[src/rtl/multicycle_control_pkg.sv]
// Shared RV32I control definitions: ALU operation codes, major opcodes and
// the sequencer state type. Imported by the decoder, the top and the bench.
package multicycle_control_pkg;

    // ALU operation codes driven on alu_control_en.
    typedef enum logic [3:0] {
        ALU_ADD  = 4'b0000,
        ALU_SUB  = 4'b1000,
        ALU_AND  = 4'b0111,
        ALU_OR   = 4'b0110,
        ALU_XOR  = 4'b0100,
        ALU_SLL  = 4'b0001,
        ALU_SRL  = 4'b0101,
        ALU_SRA  = 4'b1101,
        ALU_SLT  = 4'b0010,
        ALU_SLTU = 4'b0011
    } alu_op_t;

    // Major opcodes (instruction bits [6:0]).
    localparam logic [6:0] OPC_R      = 7'b0110011;
    localparam logic [6:0] OPC_I      = 7'b0010011;
    localparam logic [6:0] OPC_LOAD   = 7'b0000011;
    localparam logic [6:0] OPC_STORE  = 7'b0100011;
    localparam logic [6:0] OPC_BRANCH = 7'b1100011;

    // Sequencer states; TRAP is only reachable when the illegal trap is built in.
    typedef enum logic [2:0] {
        ST_FETCH  = 3'd0,
        ST_DECODE = 3'd1,
        ST_EXEC   = 3'd2,
        ST_MEM    = 3'd3,
        ST_WB     = 3'd4,
        ST_TRAP   = 3'd5
    } ctrl_state_t;

endpackage

[src/rtl/multicycle_control_if.sv]
// Instruction and data memory handshakes between the sequencer (master) and
// the memory system (slave).
//
// Handshake rules: the master raises imem_req / dmem_req and holds it, with
// dmem_we stable, until the slave answers with a one-cycle imem_rvalid /
// dmem_ready; the transfer completes on the rising edge where request and
// answer are both high. imem_rdata is only meaningful while imem_rvalid is 1,
// and answers arriving while no request is pending are ignored.
interface multicycle_control_if;
    logic        imem_req;
    logic        imem_rvalid;
    logic [31:0] imem_rdata;
    logic        dmem_req;
    logic        dmem_we;
    logic        dmem_ready;

    modport master (
        output imem_req, dmem_req, dmem_we,
        input  imem_rvalid, imem_rdata, dmem_ready
    );

    modport slave (
        input  imem_req, dmem_req, dmem_we,
        output imem_rvalid, imem_rdata, dmem_ready
    );
endinterface

[src/rtl/multicycle_control_alu_decoder.sv]
// Combinational ALU decoder: {opcode, funct3, funct7[5]} -> {alu_op, legal}.
// Unknown opcodes and R-type funct combinations outside the ten base
// operations are flagged illegal and decode to ADD.
module multicycle_control_alu_decoder
    import multicycle_control_pkg::*;
(
    input  logic [6:0] opcode_i,
    input  logic [2:0] f3_i,
    input  logic       f7_5_i,
    output alu_op_t    alu_op_o,
    output logic       legal_o
);

    // The alu_op_t encoding equals {f7[5], f3} for every base R-type operation.
    always_comb begin
        alu_op_o = ALU_ADD;
        legal_o  = 1'b1;
        case (opcode_i)
            OPC_R: begin
                case ({f7_5_i, f3_i})
                    4'b0000, 4'b1000, 4'b0001, 4'b0010, 4'b0011,
                    4'b0100, 4'b0101, 4'b1101, 4'b0110, 4'b0111:
                        alu_op_o = alu_op_t'({f7_5_i, f3_i});
                    default: legal_o = 1'b0;
                endcase
            end
            // funct7[5] only distinguishes SRAI from SRLI; elsewhere it is immediate bits.
            OPC_I: begin
                if (f3_i == 3'b101) begin
                    alu_op_o = alu_op_t'({f7_5_i, f3_i});
                end else begin
                    alu_op_o = alu_op_t'({1'b0, f3_i});
                end
            end
            OPC_LOAD, OPC_STORE: alu_op_o = ALU_ADD;
            OPC_BRANCH:          alu_op_o = ALU_SUB;
            default:             legal_o  = 1'b0;
        endcase
    end

endmodule

[src/rtl/multicycle_control.sv]
// Multi-cycle RV32I sequencer: FETCH -> DECODE -> EXEC -> (MEM) -> (WB),
// driving PC, register-file, ALU and memory strobes for the shared datapath.
// Build option ILLEGAL_TRAP_EN: illegal instructions lock the sequencer in
// TRAP with a sticky illegal_instr flag; without it they retire as a NOP.
module multicycle_control
    import multicycle_control_pkg::*;
#(
    parameter int CNT_W = 32
) (
    input  logic                 clk,
    input  logic                 reset,
    multicycle_control_if.master mem,
    input  logic                 branch_taken,
    output logic [31:0]          instr_q,
    output logic                 pc_write_en,
    output logic                 pc_src_sel,
    output logic                 alu_src_b_sel,
    output logic [3:0]           alu_control_en,
    output logic                 wb_sel,
    output logic                 register_write_en,
    output logic [CNT_W-1:0]     retired_count,
    output logic                 illegal_instr,
    output ctrl_state_t          dbg_state_o
);

    ctrl_state_t      state_q, state_d;
    logic [31:0]      ir_q;
    logic [CNT_W-1:0] cnt_q;
    logic             ir_load;
    logic             retire;
    logic             imem_req, dmem_req, dmem_we;
    alu_op_t          dec_op;
    logic             dec_legal;
    logic             is_load, is_store;

    multicycle_control_alu_decoder u_alu_decoder (
        .opcode_i (ir_q[6:0]),
        .f3_i     (ir_q[14:12]),
        .f7_5_i   (ir_q[30]),
        .alu_op_o (dec_op),
        .legal_o  (dec_legal)
    );

    assign is_load  = (ir_q[6:0] == OPC_LOAD);
    assign is_store = (ir_q[6:0] == OPC_STORE);

`ifdef ILLEGAL_TRAP_EN
    logic trap_set;
`endif

    // Next state and strobes; everything is forced low while reset is held.
    always_comb begin
        state_d           = state_q;
        ir_load           = 1'b0;
        retire            = 1'b0;
        imem_req          = 1'b0;
        dmem_req          = 1'b0;
        dmem_we           = 1'b0;
        pc_write_en       = 1'b0;
        pc_src_sel        = 1'b0;
        alu_src_b_sel     = 1'b0;
        alu_control_en    = 4'b0000;
        wb_sel            = 1'b0;
        register_write_en = 1'b0;
`ifdef ILLEGAL_TRAP_EN
        trap_set          = 1'b0;
`endif
        if (!reset) begin
            case (state_q)
                ST_FETCH: begin
                    imem_req = 1'b1;
                    if (mem.imem_rvalid) begin
                        ir_load = 1'b1;
                        state_d = ST_DECODE;
                    end
                end
                ST_DECODE: state_d = ST_EXEC;
                ST_EXEC: begin
                    alu_control_en = dec_op;
                    if (!dec_legal) begin
`ifdef ILLEGAL_TRAP_EN
                        trap_set = 1'b1;
                        state_d  = ST_TRAP;
`else
                        pc_write_en = 1'b1;
                        retire      = 1'b1;
                        state_d     = ST_FETCH;
`endif
                    end else begin
                        case (ir_q[6:0])
                            OPC_R: state_d = ST_WB;
                            OPC_I: begin
                                alu_src_b_sel = 1'b1;
                                state_d       = ST_WB;
                            end
                            OPC_LOAD, OPC_STORE: begin
                                alu_src_b_sel = 1'b1;
                                state_d       = ST_MEM;
                            end
                            OPC_BRANCH: begin
                                pc_write_en = 1'b1;
                                pc_src_sel  = branch_taken;
                                retire      = 1'b1;
                                state_d     = ST_FETCH;
                            end
                            default: state_d = ST_FETCH;
                        endcase
                    end
                end
                ST_MEM: begin
                    alu_control_en = dec_op;
                    dmem_req       = 1'b1;
                    dmem_we        = is_store;
                    if (mem.dmem_ready) begin
                        if (is_store) begin
                            pc_write_en = 1'b1;
                            retire      = 1'b1;
                            state_d     = ST_FETCH;
                        end else begin
                            state_d = ST_WB;
                        end
                    end
                end
                ST_WB: begin
                    alu_control_en    = dec_op;
                    register_write_en = (ir_q[11:7] != 5'd0);
                    wb_sel            = is_load;
                    pc_write_en       = 1'b1;
                    retire            = 1'b1;
                    state_d           = ST_FETCH;
                end
                ST_TRAP: state_d = ST_TRAP;
                default: state_d = ST_FETCH;
            endcase
        end
    end

    // State, instruction register and retired-instruction counter.
    always_ff @(posedge clk) begin
        if (reset) begin
            state_q <= ST_FETCH;
            ir_q    <= 32'd0;
            cnt_q   <= '0;
        end else begin
            state_q <= state_d;
            if (ir_load) ir_q  <= mem.imem_rdata;
            if (retire)  cnt_q <= cnt_q + CNT_W'(1);
        end
    end

`ifdef ILLEGAL_TRAP_EN
    logic illegal_q;

    // Sticky illegal flag, cleared only by reset.
    always_ff @(posedge clk) begin
        if (reset)         illegal_q <= 1'b0;
        else if (trap_set) illegal_q <= 1'b1;
    end

    assign illegal_instr = illegal_q;
`else
    assign illegal_instr = 1'b0;
`endif

    assign mem.imem_req  = imem_req;
    assign mem.dmem_req  = dmem_req;
    assign mem.dmem_we   = dmem_we;
    assign instr_q       = ir_q;
    assign retired_count = cnt_q;
    assign dbg_state_o   = state_q;

endmodule

[src/flat_wrapper.sv]
// flat-port wrapper written by rule: the top's interface ports become plain ports
module multicycle_control_flat import multicycle_control_pkg::*;
#(
    parameter int CNT_W = 32
)
  (clk, reset, branch_taken, instr_q, pc_write_en, pc_src_sel, alu_src_b_sel, alu_control_en, wb_sel, register_write_en, retired_count, illegal_instr, dbg_state_o, mem_imem_req, mem_dmem_req, mem_dmem_we, mem_imem_rvalid, mem_imem_rdata, mem_dmem_ready);
  multicycle_control_if mem_i ();
  input  logic clk;
  input  logic reset;
  input  logic branch_taken;
  output logic [31:0] instr_q;
  output logic pc_write_en;
  output logic pc_src_sel;
  output logic alu_src_b_sel;
  output logic [3:0] alu_control_en;
  output logic wb_sel;
  output logic register_write_en;
  output logic [CNT_W-1:0] retired_count;
  output logic illegal_instr;
  output ctrl_state_t dbg_state_o;
  output wire logic [$bits(mem_i.imem_req)-1:0] mem_imem_req;
  output wire logic [$bits(mem_i.dmem_req)-1:0] mem_dmem_req;
  output wire logic [$bits(mem_i.dmem_we)-1:0] mem_dmem_we;
  input wire logic [$bits(mem_i.imem_rvalid)-1:0] mem_imem_rvalid;
  input wire logic [$bits(mem_i.imem_rdata)-1:0] mem_imem_rdata;
  input wire logic [$bits(mem_i.dmem_ready)-1:0] mem_dmem_ready;
  assign mem_imem_req = mem_i.imem_req;
  assign mem_dmem_req = mem_i.dmem_req;
  assign mem_dmem_we = mem_i.dmem_we;
  assign mem_i.imem_rvalid = mem_imem_rvalid;
  assign mem_i.imem_rdata = mem_imem_rdata;
  assign mem_i.dmem_ready = mem_dmem_ready;
  multicycle_control #(.CNT_W(CNT_W)) u_core (.clk(clk), .reset(reset), .mem(mem_i), .branch_taken(branch_taken), .instr_q(instr_q), .pc_write_en(pc_write_en), .pc_src_sel(pc_src_sel), .alu_src_b_sel(alu_src_b_sel), .alu_control_en(alu_control_en), .wb_sel(wb_sel), .register_write_en(register_write_en), .retired_count(retired_count), .illegal_instr(illegal_instr), .dbg_state_o(dbg_state_o));
endmodule
[config.mk]
export PLATFORM = sky130hd
export DESIGN_NAME = multicycle_control_flat
export DESIGN_NICKNAME = d
export VERILOG_FILES = /design/src/rtl/multicycle_control_pkg.sv /design/src/rtl/multicycle_control_if.sv /design/src/rtl/multicycle_control_alu_decoder.sv /design/src/rtl/multicycle_control.sv /design/src/flat_wrapper.sv
export SDC_FILE = /design/constraint.sdc
export NUM_CORES = 1
export LEC_CHECK = 0
export BUFFER_PORTS_ARGS = -buffer_cell sky130_fd_sc_hd__buf_2
export CAP_MARGIN = 20
export CORE_MARGIN = 3
export CORE_UTILIZATION = 30
export CTS_CLUSTER_SIZE = 40
export DETAILED_ROUTE_END_ITERATION = 8
export GPL_ROUTABILITY_DRIVEN = 0
export PLACE_DENSITY = 0.49
export RECOVER_POWER = 50
export SETUP_SLACK_MARGIN = 0.2
export SLEW_MARGIN = 10
export SYNTH_ARGS = -nofsm -noshare
export SYNTH_HDL_FRONTEND = slang
export SYNTH_SLANG_ARGS = --single-unit
[constraint.sdc]
create_clock -name clk -period 7 [get_ports clk]
set_clock_uncertainty 0.2 [all_clocks]
set_input_delay 0.35 -clock clk [delete_from_list [all_inputs] [get_ports clk]]
set_output_delay 0.35 -clock clk [all_outputs]
set_load 0.05 [all_outputs]
# After elaboration in Yosys (flattened, before gate mapping)

Cells that the tools add are included.

Add/sub/neg operators: 1
Multiply operators: 0
Divide/modulo/power cells: 0
$lt $le $gt $ge: 0
Equal/unequal tests: 22
Shift-type cells: 0
Mux-type cells: 40
Bitwise logic cells: 0
Reduce and logical (&&, ||, !) cells: 10

Operators with widths:

| operator              | count |
|---|---|
| $add 32x1->32 const B | 1 |
| $mux 1                | 27 |
| $eq 4x3->1 const B    | 4 |
| $mux 4                | 4 |
| $pmux 3 s5            | 1 |
| $eq 7x6->1 const B    | 2 |
| $mux 3                | 4 |
| $pmux 4 s3            | 1 |
| $reduce_or 10->1      | 1 |
| $eq 3x3->1 const B    | 3 |
| $eq 4x2->1 const B    | 2 |
| $eq 4x4->1 const B    | 2 |
| $eq 7x2->1 const B    | 1 |
| $eq 7x5->1 const B    | 1 |
| $eq 7x7->1 const B    | 1 |
| $eq 3x2->1 const B    | 2 |
| $pmux 3 s2            | 1 |
| $reduce_or 3->1       | 2 |
| $reduce_bool 5->1     | 1 |
| $eq 4x1->1 const B    | 1 |
| $logic_not 4->1       | 1 |
| $ne 2x2->1 const B    | 2 |
| $reduce_or 2->1       | 2 |
| $reduce_or 4->1       | 1 |
| 5 further kinds       | 5 |

Register bits: 67
Bits in latches: 0
Memory bits (writable): 0
Memory bits (read-only): 0
Bits of input ports: 37
Word-level logic and storage cells: 76
Memories: 0

# Depth between registers and ports, before layout

Gate-level depths: netlist of run 1.

Depth after elaboration: 7
Gate-level depth with buffers: 10
Mapped depth without buffers: 7

# Hierarchy

A second synthesis of run 1 with hierarchy kept.

Cell total of the unflattened synthesis: 392
Area total of the unflattened synthesis: 3204.3 um^2

By module, submodules not included:

| module                         | times used | cells an instance | area each (um^2) |
|---|---|---|---|
| multicycle_control             | 1          | 373               | 3074.2 |
| multicycle_control_alu_decoder | 1          | 19                | 130.1 |

# Least setup slack after synthesis of run 1

Ideal clock, no wire load.

Path type: reg-to-reg
Start: reg u_core.state_q[0] (netlist: u_core.dbg_state_o[0])
End: reg u_core.ir_q[5] (netlist: u_core.instr_q[5])
Arrival: 3.317 ns
Path slack: 3.422 ns
Cell stages (with the launch flop): 8
Cell sequence: dfxtp_1 > clkbuf_1 > nor4_1 > and2_1 > clkbuf_1 > clkbuf_1 > nand2_1 > nand2_1

Cells in the longest elaborated chain, start to end: 3

Ends and longest elaborated chain:

| item                   | RTL line                  | text |
|---|---|---|
| start, declared        | multicycle_control.sv:26  | `ctrl_state_t state_q, state_d;` |
| start signal, assigned | multicycle_control.sv:145 | `state_q <= state_d;` |
| $logic_not 3->1        | multicycle_control.sv:69  | `case (state_q)` |
| $mux 1                 | multicycle_control.sv:69  |  |
| $mux 1                 | multicycle_control.sv:68  | `if (!reset) begin` |
| end signal, assigned   | multicycle_control.sv:146 | `if (ir_load) ir_q <= mem.imem_rdata;` |
| end, declared          | multicycle_control.sv:27  | `logic [31:0] ir_q;` |

Every way passes these cells.
A chain may end at the register's enable or synchronous reset.

# Final worst setup path of run 1

Start: reg u_core.state_q[1] (netlist: u_core.dbg_state_o[1])
End: out pc_write_en

Cells in the longest elaborated chain, start to end: 3
Elaborated cells on any way between the ends: 5
Classes of those cells: eq/ne: 3; mux: 2

Ends and longest elaborated chain:

| item                                            | RTL line                 | text |
|---|---|---|
| $eq 3x3->1 / $eq 3x2->1 (equally long branches) | multicycle_control.sv:69 |  |
| $pmux 1 s3 (*)                                  | multicycle_control.sv:69 |  |
| $mux 1 (*)                                      | multicycle_control.sv:68 |  |
| end, declared                                   | flat_wrapper.sv:12       | `output logic pc_write_en;` |

Every way passes the cells marked *; elsewhere a longest branch is shown, timed or not.

==> results of run 1 <==
## layer usage
metal,track usage (%),wire (um),up-vias
met4,4.45,82,0
met3,6.93,743,6
met2,25.0,4390,106
li1,-,-,1661
met5,0,0,-
met1,20.5,4350,1477
## power groups by stage
stage | clock (uW) | combinational (uW) | sequential (uW)
2_1_floorplan | 0 | 45.0 | 471
3_3_place_gp | 0 | 133 | 421
3_5_place_dp | 0 | 133 | 421
4_1_cts | 332 | 147 | 412
5_1_grt | 347 | 151 | 416
6_report | 320 | 141 | 413
## synthesized netlist by cell type (4+ instances only)
cell / n / area, sq um
nor3_1: 8 / 40.0
nand4_1: 5 / 31.3
xor2_1: 14 / 123
dfxtp_1: 67 / 1340
or4_1: 6 / 45.0
a21oi_1: 21 / 105
and4_1: 5 / 43.8
o211ai_1: 6 / 45.0
o31ai_1: 8 / 60.1
clkbuf_1: 20 / 75.1
o2111ai_1: 8 / 70.1
o21ai_0: 13 / 65.1
nand3b_1: 31 / 233
inv_1: 8 / 30.0
and3_1: 9 / 56.3
nand3_1: 8 / 40.0
or3_1: 9 / 56.3
nand2_1: 77 / 289
and2_1: 4 / 25.0
nor2_1: 25 / 93.8
## tightest hold or removal path, stage by stage
cell     delay (ns)
buf_2          0.12
nand3_1        0.07
o21ai_0        0.07
nor3_1         0.04
## sequential cells by signal, indices dropped and copies added, names as in the netlist
name,flops
u_core.instr_q,32
u_core.retired_count,32
u_core.dbg_state_o,3
## placed cells by master, fill, tap and decap left out, types with 8 or more instances in the layout
cell type / n
xor2_1: 14
nor3_1: 8
nand3b_1: 31
dfxtp_1: 67
nand3_1: 8
nand2_1: 77
a21oi_1: 21
clkbuf_1: 69
clkbuf_8: 9
dlygate4sd3_1: 32
o2111ai_1: 8
o31ai_1: 8
and3_1: 9
nor2_1: 25
o21ai_0: 13
inv_1: 8
or3_1: 9
buf_2: 47
## logic make-up (layout without fill, tap and decap cells)
| logic type | count (synthesis) | after routing | synth area share, % |
|---|---|---|---|
| simple gates | 203 | 203 | 33.7 |
| compound gates | 69 | 69 | 14.5 |
| flops | 67 | 67 | 41.7 |
| buf+inv | 35 | 174 | 4.94 |
| xor+xnor | 16 | 16 | 4.35 |
| fa+ha+maj | 1 | 1 | 0.389 |
| other cells | 1 | 1 | 0.116 |
| mux | 1 | 1 | 0.311 |
## through the flow
| stage | utilization, % | cell area [sq um] |
|---|---|---|
| 2_1_floorplan | - | 3220 |
| 5_1_grt | 41.5 | 4300 |
| 4_1_cts | 42.3 | 4390 |
| 6_report | 41.5 | 4300 |
| 3_3_place_gp | 37.4 | 3880 |
| 3_5_place_dp | 37.4 | 3880 |
## area by class of cell
cell class,instances,area share [%]
Multi-Input combinational cell,291,40.2
Sequential cell,67,31.2
Timing Repair Buffer,151,19.5
Tap cell,136,3.96
Clock buffer,9,2.88
Clock inverter,6,1.57
Inverter,8,0.698
## worst paths after layout
kind,start,to,slack (ns),cells past startpoint
worst min-delay path,mem_dmem_ready,u_core.dbg_state_o[1]$_SDFFE_PP0P_,0.16,4
worst min register to register,u_core.instr_q[19]$_SDFFE_PP0P_,u_core.instr_q[19]$_SDFFE_PP0P_,0.27,2
worst max-delay path,u_core.dbg_state_o[1]$_SDFFE_PP0P_,pc_write_en,3.68,7
worst max register to register,u_core.dbg_state_o[1]$_SDFFE_PP0P_,u_core.retired_count[19]$_SDFFE_PP0P_,3.98,7
==> qor.csv, run 1 <==
metric,value,unit
DRC,0,
Leak,0.00170,uW
vias in the first global route,3028,
multi-input logic area,1730,sq um
worst-path cell chain,nand2b_4 > or4_4 > o41ai_4 > buf_4 > o21ai_1 > inv_1 > buf_2,
pins over their slew limit,0,
critical path endpoint category,output pin,
peak supply drop,106,uV
Net Sw Power,272,uW
Setup-failing EPs final,0,
Max Cap Viol,0,
Total Power,873,uW
Diodes inserted,0,
CP arrival,2.77,ns
vias per inst,4.87,
Layout Cells excl Fill,668,
Initial Util,31.0,%
Port Buffers,115,
mapped cell area,3220,sq um
CP peak stage delay,0.57,ns
Crit path max-delay family,buffers and inverters,
clock sink total,67,
nets,566,
sw frac,31.1,%
Cell Int Power,601,uW
crit share post-route,47.4,%
CTS tree,built,
clk root buf,clkbuf_8,
clock share of power,36.6,%
first-pass GRT wire length,15300,um
pre-CTS setup slack,3.71,ns
layout cells sized above 1,13.7,%
power per cell area,203,nW/um^2
CP Class,reg -> out,
HPWL reported at the end of detailed placement,6510,um
H-tree lvl count,3,
placed cells,621,
number of library cell types mapped by synthesis,49,
hold_buf cts,32,
Site Rows,37,
Post-CTS Resized,0,
worst-margin pin slew,1.45,ns
synth-to-layout area growth,33.6,%
"Top FF cell, synth",dfxtp_1,
logic gate share of total power,16.1,%
syn_area_per_cell,8.19,sq um
syn nets,431,
Hold WC Path Type,in -> reg,
chip height,110,um
clk_lat worst skew,0.34,ns
WL per Instance,14.3,um
Congestion Overflow GR,0,
crit path max-delay cell type,or4_4,
initial antenna violation count,0,
"Seq/Total Area, Yosys",41.7,%
largest net degree at the start of global routing,74,
CTS Buffer Depth,2,
Slew HR,3.15,%
Post-Syn Instances,393,
synthesized flop and latch total,67,
hold slack final,0.157,ns
Peak Freq,301,MHz
CP Launch Type,flop,
Global Route Usage Sum,16.1,%
"critical path fanouts, max",20,
Buf/Inv on CP,3,
Reg power frac,47.3,%
Vias,3250,
Final Hold Viols,0,
register area,1340,sq um
final antenna-violating net count,0,
Synth warnings,0,
number of synthesized flops with an enable pin,0,
drt total wl,9570,um
IO Pins,117,
Setup WS post-layout,3.68,ns
drt pass-1 iters,4,
Worst-path clk slew,0.07,ns
Die X,110,um
CTS Buf Count,9,
ys async rst share,0,%
Fillers,1097,
setup_tns,0,ns
Tmin final,3.32,ns
Iter 0 DRT Violations,152,
setup bufs post-CTS,0,
die area,12000,sq um
CP required,6.45,ns
core area,10400,sq um
status,finished clean,
RSZ-0062 raised after global routing,no,
(Power assumes the default switching activity.)
==> inputs of run 2 (changes only) <==
==> constraint.sdc (replaced) <==
create_clock -name clk -period 3.4 [get_ports clk]
set_clock_uncertainty 0.2 [all_clocks]
set_input_delay 0.17 -clock clk [delete_from_list [all_inputs] [get_ports clk]]
set_output_delay 0.17 -clock clk [all_outputs]
set_load 0.05 [all_outputs]
==> run 2 against run 1 <==
Effect of this change:
- first-iteration DRC count decreased by 13%
- via count grew 1.4%
- critical path depth grew 1
- clock power grew 100%
- die area stayed put
- count of clock-buffer cells in the layout increased by 6
- worst setup slack got worse by 3.2 ns
- sequential share of layout area is 0.39 points lower
- flip-flop and latch count unchanged
- sequential power rose by 110%
- critical endpoint unchanged
- highest routed layer unchanged
==> qor.csv, run 2 (synthesis gave the netlist of run 1 again) <==
metric,value,unit,change
crit share post-route,86.3,%,
r2r setup slk,0.59,ns,-3.39 ns
core area,10400,sq um,unchanged
Layout Cells excl Fill,675,,+1.0%
initial antenna violation count,0,,unchanged
Post-DP Area,3930,sq um,+1.3%
Crit path max-delay family,buffers and inverters,,
Port Buffers,115,,unchanged
clk_lat worst skew,0.35,ns,about the same
FF-to-FF path depth,8,,+1
Leak,0.00174,uW,+2.4%
placed cells,626,,+0.81%
CP Launch Point,u_core.dbg_state_o[1]$_SDFFE_PP0P_,,
RSZ-0062 raised after global routing,no,,
IO Pins,117,,unchanged
power per cell area,411,nW/um^2,+100%
"commonest non-fill, non-tap cell in the layout",nand2_1,,
setup_tns,0,ns,unchanged
CP peak stage delay,0.57,ns,about the same
worst-path cell chain,nand2b_4 > or4_4 > o41ai_4 > buf_4 > o21ai_1 > buf_4 > inv_1 > buf_2,,
Hold WC Path Type,in -> reg,,
vias in the first global route,3127,,+3.3%
CP Launch Type,flop,,
Initial Util,31.0,%,unchanged
clock sink total,67,,unchanged
Die X,110,um,unchanged
CP arrival,2.57,ns,-0.20 ns
Worst-path clk slew,0.08,ns,about the same
drt pass-1 iters,4,,unchanged
Peak Freq,341,MHz,
vias per inst,4.88,,+0.30%
CP required,3.03,ns,-3.42 ns
CTS tree,built,,
Site Rows,37,,unchanged
Post-CTS Resized,0,,unchanged
WL per Instance,14.2,um,-0.65%
first-pass GRT wire length,15500,um,+0.95%
peak supply drop,169,uV,+60%
CP Class,reg -> out,,
Tmin final,2.94,ns,
crit path to,pc_write_en,,
Setup-failing EPs final,0,,unchanged
worst r2r src,u_core.dbg_state_o[1]$_SDFFE_PP0P_,,
most frequent cells in the layout,"nand2_1 (77), clkbuf_1 (71), dfxtp_1 (67)",,
final antenna-violating net count,0,,unchanged
DRC,0,,unchanged
Global Route Usage Sum,16.4,%,+0.25 points
Vias,3294,,+1.4%
"critical path fanouts, max",15,,-25%
crit path max-delay cell type,or4_4,,
die area,12000,sq um,unchanged
Diodes inserted,0,,unchanged
Final Hold Viols,0,,unchanged
layout cells sized above 1,14.5,%,+0.75 points
pins over their slew limit,0,,unchanged
HPWL reported at the end of detailed placement,6670,um,+2.5%
Fillers,1122,,+2.3%
clk root buf,clkbuf_8,,
H-tree lvl count,3,,unchanged
Slew HR,29.3,%,+26 points
met2 wire len,4390,um,unchanged
Iter 0 DRT Violations,133,,-13%
drt total wl,9600,um,+0.39%
top sig layer,met4,,
critical path depth in cells,8,,+1
Reg-to-Reg End,u_core.retired_count[15]$_SDFFE_PP0P_,,
Most common cell on crit path,buf_4,,
status,finished clean,,
Max Cap Viol,0,,unchanged
register area,1340,sq um,unchanged
CTS Buffer Depth,2,,unchanged
Setup WS post-layout,0.464,ns,-3.22 ns
hold slack final,0.0939,ns,-0.0633 ns
nets,572,,+1.1%
CTS Buf Count,9,,unchanged
chip height,110,um,unchanged
Routed met1 length,4310,um,-0.94%
worst-margin pin slew,1.06,ns,-0.395 ns
met3 WL,747,um,+0.54%
Buf/Inv on CP,4,,+1
Finished Cell Area,4360,sq um,+1.3%
largest net degree at the start of global routing,73,,-1.4%
synth-to-layout area growth,35.3,%,
pre-CTS setup slack,0.595,ns,-3.11 ns
critical path endpoint category,output pin,,
Congestion Overflow GR,0,,unchanged
multi-input logic area,1740,sq um,+0.29%
## run 2: worst min-delay path by stage
stage	from	to	slack, ns	depth (start not counted)
2_1_floorplan	mem_imem_rdata[0]	u_core.instr_q[0]$_SDFFE_PP0P_	0.07	2
3_3_place_gp	mem_imem_rdata[20]	u_core.instr_q[20]$_SDFFE_PP0P_	0.15	3
3_5_place_dp	mem_imem_rdata[21]	u_core.instr_q[21]$_SDFFE_PP0P_	0.16	3
4_1_cts	mem_imem_rvalid	u_core.dbg_state_o[0]$_SDFFE_PP0P_	0.07	5
5_1_grt	mem_imem_rvalid	u_core.dbg_state_o[0]$_SDFFE_PP0P_	0.12	5
6_report	mem_imem_rvalid	u_core.dbg_state_o[0]$_SDFFE_PP0P_	0.09	5
## run 2: where the power goes
group	internal, uW	switching, uW
sequential	818	30.0
clock	345	304
combinational	87.4	208
## run 2: worst min-delay path: cells and delay by family
family	cells	cell delay, ns
mux	1	0.07
simple gates	2	0.21
buf+inv	1	0.10
compound gates	1	0.06
## run 2: through the flow
stage | total power, uW | utilization, %
2_1_floorplan | 1060 | -
3_3_place_gp | 1140 | 37.9
3_5_place_dp | 1140 | 37.9
4_1_cts | 1830 | 42.9
5_1_grt | 1890 | 42.0
6_report | 1790 | 42.0
## run 2: final cells by class
class / instances / share of cell area [%]
multi-input combinational: 291 / 39.8
sequential: 67 / 30.8
timing repair buffer: 157 / 20.4
clock buffer: 15 / 4.28
tap: 136 / 3.91
inverter: 8 / 0.689
clock inverter: 1 / 0.115
## run 2: timing repair
| action | 4_1_cts | 5_1_grt |
|---|---|---|
| setup buffers | 0 | 0 |
| hold buffers | 33 | 0 |
| endpoints found under the hold margin | 33 | 0 |
| setup endpoints to repair | 0 | 0 |
## run 2: metal layers
layer | vias up | track usage [%]
li1 | 1676 | -
met1 | 1501 | 20.8
met2 | 105 | 26.0
met3 | 12 | 4.58
met4 | 0 | 7.12
met5 | - | 0
